[src/rtl/ysyx_24080014_mem_arbiter.sv]
// Round-robin arbiter between IFU and LSU in front of the single memory access unit.
// A granted command is latched, issued until mem_ready or timeout, then answered with a one-cycle response.
module ysyx_24080014_mem_arbiter #(
  parameter int ADDR_W  = 32,
  parameter int DATA_W  = 32,
  parameter int TIMEOUT = 255
) (
  input  logic              clk,
  input  logic              rst,
  input  logic              ifu_req,
  input  logic [ADDR_W-1:0] ifu_addr,
  output logic              ifu_gnt,
  output logic              ifu_rvalid,
  output logic [DATA_W-1:0] ifu_rdata,
  output logic              ifu_err,
  input  logic              lsu_req,
  input  logic              lsu_wen,
  input  logic [ADDR_W-1:0] lsu_addr,
  input  logic [DATA_W-1:0] lsu_wdata,
  input  logic [7:0]        lsu_wmask,
  output logic              lsu_gnt,
  output logic              lsu_rvalid,
  output logic [DATA_W-1:0] lsu_rdata,
  output logic              lsu_err,
  output logic              mem_ren,
  output logic              mem_wen,
  output logic [ADDR_W-1:0] mem_raddr,
  output logic [ADDR_W-1:0] mem_waddr,
  output logic [DATA_W-1:0] mem_din,
  output logic [7:0]        mem_wmask,
  input  logic              mem_ready,
  input  logic [DATA_W-1:0] mem_dout
);

  localparam int CNT_W = $clog2(TIMEOUT + 1);
  // Count value of the last ISSUE cycle allowed before an error response.
  localparam logic [CNT_W-1:0] CNT_LAST = CNT_W'(TIMEOUT - 1);

  typedef enum logic [1:0] {
    IDLE  = 2'd0,
    ISSUE = 2'd1,
    RESP  = 2'd2
  } state_t;

  state_t            state_r;
  logic              last_grant_r;   // 1 = LSU was granted last
  logic              owner_lsu_r;
  logic              wen_r;
  logic [CNT_W-1:0]  cnt_r;
  logic [ADDR_W-1:0] addr_r;
  logic [DATA_W-1:0] din_r;
  logic [7:0]        wmask_r;
  logic              mem_ren_r;
  logic              mem_wen_r;
  logic              ifu_rvalid_r;
  logic              lsu_rvalid_r;
  logic [DATA_W-1:0] rdata_r;
  logic              err_r;
  logic              ifu_gnt_s;
  logic              lsu_gnt_s;
  logic              expire_s;

  // Grant selection: combinational from requests while IDLE, forced low during reset.
  always_comb begin
    ifu_gnt_s = 1'b0;
    lsu_gnt_s = 1'b0;
    if (!rst && state_r == IDLE) begin
      if (ifu_req && lsu_req) begin
        ifu_gnt_s = last_grant_r;
        lsu_gnt_s = !last_grant_r;
      end else begin
        ifu_gnt_s = ifu_req;
        lsu_gnt_s = lsu_req;
      end
    end else begin
      ifu_gnt_s = 1'b0;
      lsu_gnt_s = 1'b0;
    end
  end

  assign expire_s = (cnt_r == CNT_LAST);

  // Sequencer: latch the winner's command, hold the memory handshake, produce the response.
  always_ff @(posedge clk or posedge rst) begin
    if (rst) begin
      state_r      <= IDLE;
      last_grant_r <= 1'b0;
      owner_lsu_r  <= 1'b0;
      wen_r        <= 1'b0;
      cnt_r        <= '0;
      addr_r       <= '0;
      din_r        <= '0;
      wmask_r      <= 8'h00;
      mem_ren_r    <= 1'b0;
      mem_wen_r    <= 1'b0;
      ifu_rvalid_r <= 1'b0;
      lsu_rvalid_r <= 1'b0;
      rdata_r      <= '0;
      err_r        <= 1'b0;
    end else begin
      ifu_rvalid_r <= 1'b0;
      lsu_rvalid_r <= 1'b0;
      case (state_r)
        IDLE: begin
          if (ifu_gnt_s || lsu_gnt_s) begin
            owner_lsu_r  <= lsu_gnt_s;
            last_grant_r <= lsu_gnt_s;
            wen_r        <= lsu_gnt_s & lsu_wen;
            addr_r       <= lsu_gnt_s ? lsu_addr : ifu_addr;
            din_r        <= lsu_gnt_s ? lsu_wdata : {DATA_W{1'b0}};
            wmask_r      <= (lsu_gnt_s & lsu_wen) ? lsu_wmask : 8'h00;
            mem_ren_r    <= !(lsu_gnt_s & lsu_wen);
            mem_wen_r    <= lsu_gnt_s & lsu_wen;
            cnt_r        <= '0;
            state_r      <= ISSUE;
          end else begin
            state_r <= IDLE;
          end
        end
        ISSUE: begin
          // A ready arriving in the expiry cycle still wins over the timeout.
          if (mem_ready || expire_s) begin
            rdata_r      <= (mem_ready && !wen_r) ? mem_dout : {DATA_W{1'b0}};
            err_r        <= !mem_ready;
            mem_ren_r    <= 1'b0;
            mem_wen_r    <= 1'b0;
            ifu_rvalid_r <= !owner_lsu_r;
            lsu_rvalid_r <= owner_lsu_r;
            state_r      <= RESP;
          end else begin
            cnt_r <= cnt_r + 1'b1;
          end
        end
        RESP: begin
          state_r <= IDLE;
        end
        default: begin
          state_r <= IDLE;
        end
      endcase
    end
  end

  assign ifu_gnt    = ifu_gnt_s;
  assign lsu_gnt    = lsu_gnt_s;
  assign ifu_rvalid = ifu_rvalid_r;
  assign lsu_rvalid = lsu_rvalid_r;
  assign ifu_rdata  = rdata_r;
  assign lsu_rdata  = rdata_r;
  assign ifu_err    = err_r;
  assign lsu_err    = err_r;
  assign mem_ren    = mem_ren_r;
  assign mem_wen    = mem_wen_r;
  assign mem_raddr  = addr_r;
  assign mem_waddr  = addr_r;
  assign mem_din    = din_r;
  assign mem_wmask  = wmask_r;

endmodule

[config.mk]
export PLATFORM = sky130hd
export DESIGN_NAME = ysyx_24080014_mem_arbiter
export DESIGN_NICKNAME = d
export VERILOG_FILES = /design/src/rtl/ysyx_24080014_mem_arbiter.sv
export SDC_FILE = /design/constraint.sdc
export NUM_CORES = 1
export LEC_CHECK = 0
export CAP_MARGIN = 20
export CORE_AREA = 10 10 116 118
export CTS_CLUSTER_DIAMETER = 120
export CTS_CLUSTER_SIZE = 28
export DETAILED_ROUTE_END_ITERATION = 7
export DIE_AREA = 0 0 126 128
export DONT_BUFFER_PORTS = 1
export PLACE_DENSITY = 0.67
export SLEW_MARGIN = 30
export SYNTH_ARGS = -nofsm -noshare
export SYNTH_HDL_FRONTEND = slang
export SYNTH_SLANG_ARGS = --single-unit
[constraint.sdc]
create_clock -name clk -period 6.35 [get_ports clk]
set_input_delay 0.635 -clock clk [delete_from_list [all_inputs] [get_ports clk]]
set_output_delay 0.635 -clock clk [all_outputs]
set_load 0.1 [all_outputs]
== After elaboration in Yosys (flattened, before gate mapping) ==
Index checks and enable logic that the tools add are counted.

* Output and inout port bits: 176
* Latch bits: 0
* Logic and storage cells: 59
* Bits in read-only memories: 0
* Flip-flop bits (word level): 121
* Bits of input ports: 142
* RAM bits: 0
* Memories: 0

* Order comparisons: 0
* Bitwise logic cells: 1
* Mux-type cells: 23
* Reductions and logical operators: 16
* Add/subtract/negate cells: 1
* Multiply operators: 0
* Shifts and indexed selects: 0
* Divide/modulo/power cells: 0
* Equal/unequal tests: 5

{| class="wikitable"
|+ Operators with widths
! operator !! number
|-
| $mux W32 || 3
|-
| $mux W8 || 3
|-
| $pmux W8 S2 || 1
|-
| $mux W1 || 12
|-
| $add A8 B1 Y8 const B || 1
|-
| $eq A8 B8 Y1 const B || 1
|-
| $reduce_and A3 Y1 || 2
|-
| $logic_not A1 Y1 || 5
|-
| $ne A2 B2 Y1 const B || 2
|-
| $pmux W1 S2 || 2
|-
| $pmux W2 S2 || 1
|-
| $reduce_and A2 Y1 || 2
|-
| $logic_and A1 B1 Y1 || 3
|-
| $eq A2 B1 Y1 const B || 1
|-
| $logic_not A2 Y1 || 1
|-
| $logic_or A1 B1 Y1 || 2
|-
| $mux W2 || 1
|-
| $ne A2 B1 Y1 const B || 1
|-
| $reduce_bool A2 Y1 || 1
|-
| $and A1 B1 Y1 || 1
|}

== Longest topological paths before layout ==
* Depth in word-level cells: 7
* Gate-level depth with buffers: 8

== Least setup slack after synthesis ==
Ideal clock, no wire load.

* Path type: input to output
* Start: input rst
* End: output lsu_gnt
* Arrival: 1.654 ns
* Stages on the path: 5
* Setup slack: 4.061 ns
* Path buffers: 2
* Cells stage by stage: nor3_4 nand3_2 inv_2 buf_6 buf_2

* Longest elaborated chain between the ends: 3

{| class="wikitable"
|+ Ends and longest elaborated chain
! item !! RTL line !! text
|-
| start: declaration || 9 || <nowiki>input logic rst,</nowiki>
|-
| $logic_not A1 Y1 (no source line) || - ||
|-
| $logic_and A1 B1 Y1 || 67 || <nowiki>if (!rst && state_r == IDLE) begin</nowiki>
|-
| $mux W1 || 67 ||
|-
| end: declaration || 21 || <nowiki>output logic lsu_gnt,</nowiki>
|}

No other way between the ends.

== Final worst setup path ==
* Start: register state_r[1]
* End: output lsu_gnt

* Longest elaborated chain between the ends: 3

{| class="wikitable"
|+ Ends and longest elaborated chain
! item !! RTL line !! text
|-
| start: declaration || 45 || <nowiki>state_t state_r;</nowiki>
|-
| start signal: assignment || 86 || <nowiki>state_r <= IDLE;</nowiki>
|-
| start signal: assignment || 115 || <nowiki>state_r <= ISSUE;</nowiki>
|-
| start signal: assignment || 117 || <nowiki>state_r <= IDLE;</nowiki>
|-
| $logic_not A2 Y1 || 67 ||
|-
| $logic_and A1 B1 Y1 || 67 ||
|-
| $mux W1 || 67 ||
|}

No other way between the ends.

==> flow_metrics.env <==
export IMPL_antenna_left=0
export IMPL_syn_cell_area_mm2=0.00559
export IMPL_ios=318
export IMPL_synthCells=555
export IMPL_placementRows=39
export IMPL_core_area_mm2=0.0112
export IMPL_fin_area_mm2=0.00583
export IMPL_path_class="register to output port"
export IMPL_cts_root_buf="clkbuf_16"
export IMPL_grt_pass1_vias=3766
export IMPL_hold_viol_final=0
export IMPL_via_count=3761
export IMPL_port_buffers=0
export IMPL_routed_wl_um=15100
export IMPL_yosysTopAreaCell="dfrtp_1"
export IMPL_postPlaceCellArea_mm2=0.00524
export IMPL_slowest_stage="buf_4"
export IMPL_clk_latency_ns=0.40
export IMPL_antenna_found_initial=0
export IMPL_ff2ff_setup_slack_ns=3.25
export IMPL_cp_cell_sequence="nor3_4, nand3_2, inv_2, buf_4"
export IMPL_die_w_um=126
export IMPL_tns_ns=0
export IMPL_final_common_cell="nand2_1"
export IMPL_chipHeight_um=128
export IMPL_postCtsHoldBufs=0
export IMPL_ys_top_cells_by_area="dfrtp_1 54%, buf_4 9.1%, a22o_1 6.3%"
export IMPL_rsz0062_at_grt="no"
export IMPL_grt_overflow_total=0
export IMPL_clkTransAtPathRegs_ns=0.06
export IMPL_wl_per_cell_um=23.9
export IMPL_worstSetupStartpointType="register"
export IMPL_tightestPinTransition_ns=1.04
export IMPL_ys_ff_latch=121
export IMPL_design_die_area_mm2=0.0161
export IMPL_syn_num_nets=699
export IMPL_status="finished, final reports clean"
export IMPL_dpl_hpwl_um=10900
export IMPL_cts_tree="built"
export IMPL_synth_top_area_frac=0.541
export IMPL_syn_area_per_cell_um2=10.1
export IMPL_max_freq_mhz=294
export IMPL_finClkSkew_ns=0.00597
export IMPL_drv_cap=0
export IMPL_min_delay_path_class="input pin to async pin"
export IMPL_grt_total_usage=0.178
export IMPL_clock_sinks=121
export IMPL_final_nets=619
export IMPL_fin_hold_ws_ns=0.217
export IMPL_cts_max_level=4
export IMPL_start_util=0.498
export IMPL_grt_max_degree=70
export IMPL_final_max_slew_viol_count=0
export IMPL_period_share=0.536
export IMPL_drive_above_1_share=0.230
export IMPL_cts_buffer_depth=2
export IMPL_yosys_warnings=0
export IMPL_place_gp_congestion=0.764
export IMPL_crit_fanout=66
export IMPL_synth_seq_area_share=0.541
export IMPL_viasPerCell=5.96
export IMPL_final_cell_mix="78 x nand2_1, 65 x dfrtp_2, 56 x dfrtp_1"
export IMPL_diodes=0
export IMPL_grt_pass1_wl_um=22800
export IMPL_crit_path_end_kind="output port"
export IMPL_arrival_ns=2.77
export IMPL_yosysUniqueCellTypes=39
export IMPL_finalCriticalPeriod_ns=3.40
export IMPL_slowest_delay_ns=0.66
export IMPL_worst_ep_required_time_ns=5.71
export IMPL_cts_buffers=17
export IMPL_post_cts_buffers=0
export IMPL_drc=0
export IMPL_syn_to_final_growth_pct=4.14
export IMPL_slew_headroom=0.307
export IMPL_finalSetupViolCount=0
export IMPL_first_pass_iters=5
export IMPL_cts_resized=0
export IMPL_dr_first_iter_drc_count=338
metal layers:
metal,vias up,share of wire,GRT usage,wire (um)
met4,0,0.014,0.0636,218
met2,245,0.51,0.290,7730
li1,1688,-,-,-
met1,1808,0.37,0.204,5650
met5,-,0,0,0
met3,20,0.10,0.0782,1520
synth_stat cells (all sizes together):
| master | count |
|---|---|
| inv | 38 |
| clkbuf | 19 |
| a22oi | 1 |
| and3 | 2 |
| nand4b | 32 |
| ha | 2 |
| dfrtp | 121 |
| or3 | 1 |
| o22a | 1 |
| nand2 | 78 |
| o21ai | 34 |
| o21bai | 1 |
| o21a | 2 |
| o22ai | 2 |
| nor2b | 1 |
| nand2b | 1 |
| o31ai | 1 |
| and2 | 2 |
| o41ai | 1 |
| nor3 | 2 |
| a22o | 40 |
| a2bb2oi | 1 |
| nor3b | 1 |
| o211ai | 4 |
| a21o | 2 |
| nor2 | 33 |
| buf | 84 |
| or4 | 5 |
| a31oi | 32 |
| nand3 | 11 |
cell families (layout without fill, tap and decap cells):
logic type	count (synthesis)	in the layout	synth area share
fa+ha+maj	2	2	0.00447
simple gates	169	169	0.157
flops	121	121	0.541
compound gates	122	122	0.152
buf+inv	141	74	0.145
flip-flops by register name, indices dropped and copies added, names as in the netlist, 2 cells and up:
signal,cells
mem_wmask,8
ifu_rdata,32
state_r,2
mem_din,32
cnt_r,8
mem_raddr,32
through the flow:
stage / std cells / util / setup WS, ns
2_1_floorplan: 555 / - / 2.50
3_3_place_gp: 599 / 0.466 / 3.21
3_5_place_dp: 599 / 0.466 / 3.13
4_1_cts: 631 / 0.519 / 2.94
5_1_grt: 631 / 0.519 / 2.71
6_report: 631 / 0.519 / 2.95
worst max-delay path: cells and delay by family, from the launching register on:
kind                   cells  cell delay (ns)
buffers and inverters      2             0.82
DFF                        1             0.45
and+or+nand+nor            2             0.96
worst paths after layout:
kind,start,end,cells after the start
worst min-delay path,rst,ifu_rdata[10],1
worst max-delay path,state_r[1],lsu_gnt,4
worst min register to register,cnt_r[7],cnt_r[7],2
max in group asynchronous,rst,mem_raddr[1],2
min in group clk,mem_ready,ifu_err,1
worst max register to register,state_r[1],mem_ren,6
area by class of cell:
class	count	area, um2
fillers	1015	5400
flip-flops and latches	121	3110
multi-input cells	293	1770
clock buffers	17	425
well taps	143	179
clock inverters	15	165
inverters	38	145
repair buffers	4	30.0
Power is left out: the tool's default activity adds up to more than one toggle a clock period on the data nets, which glitch-free logic cannot reach.
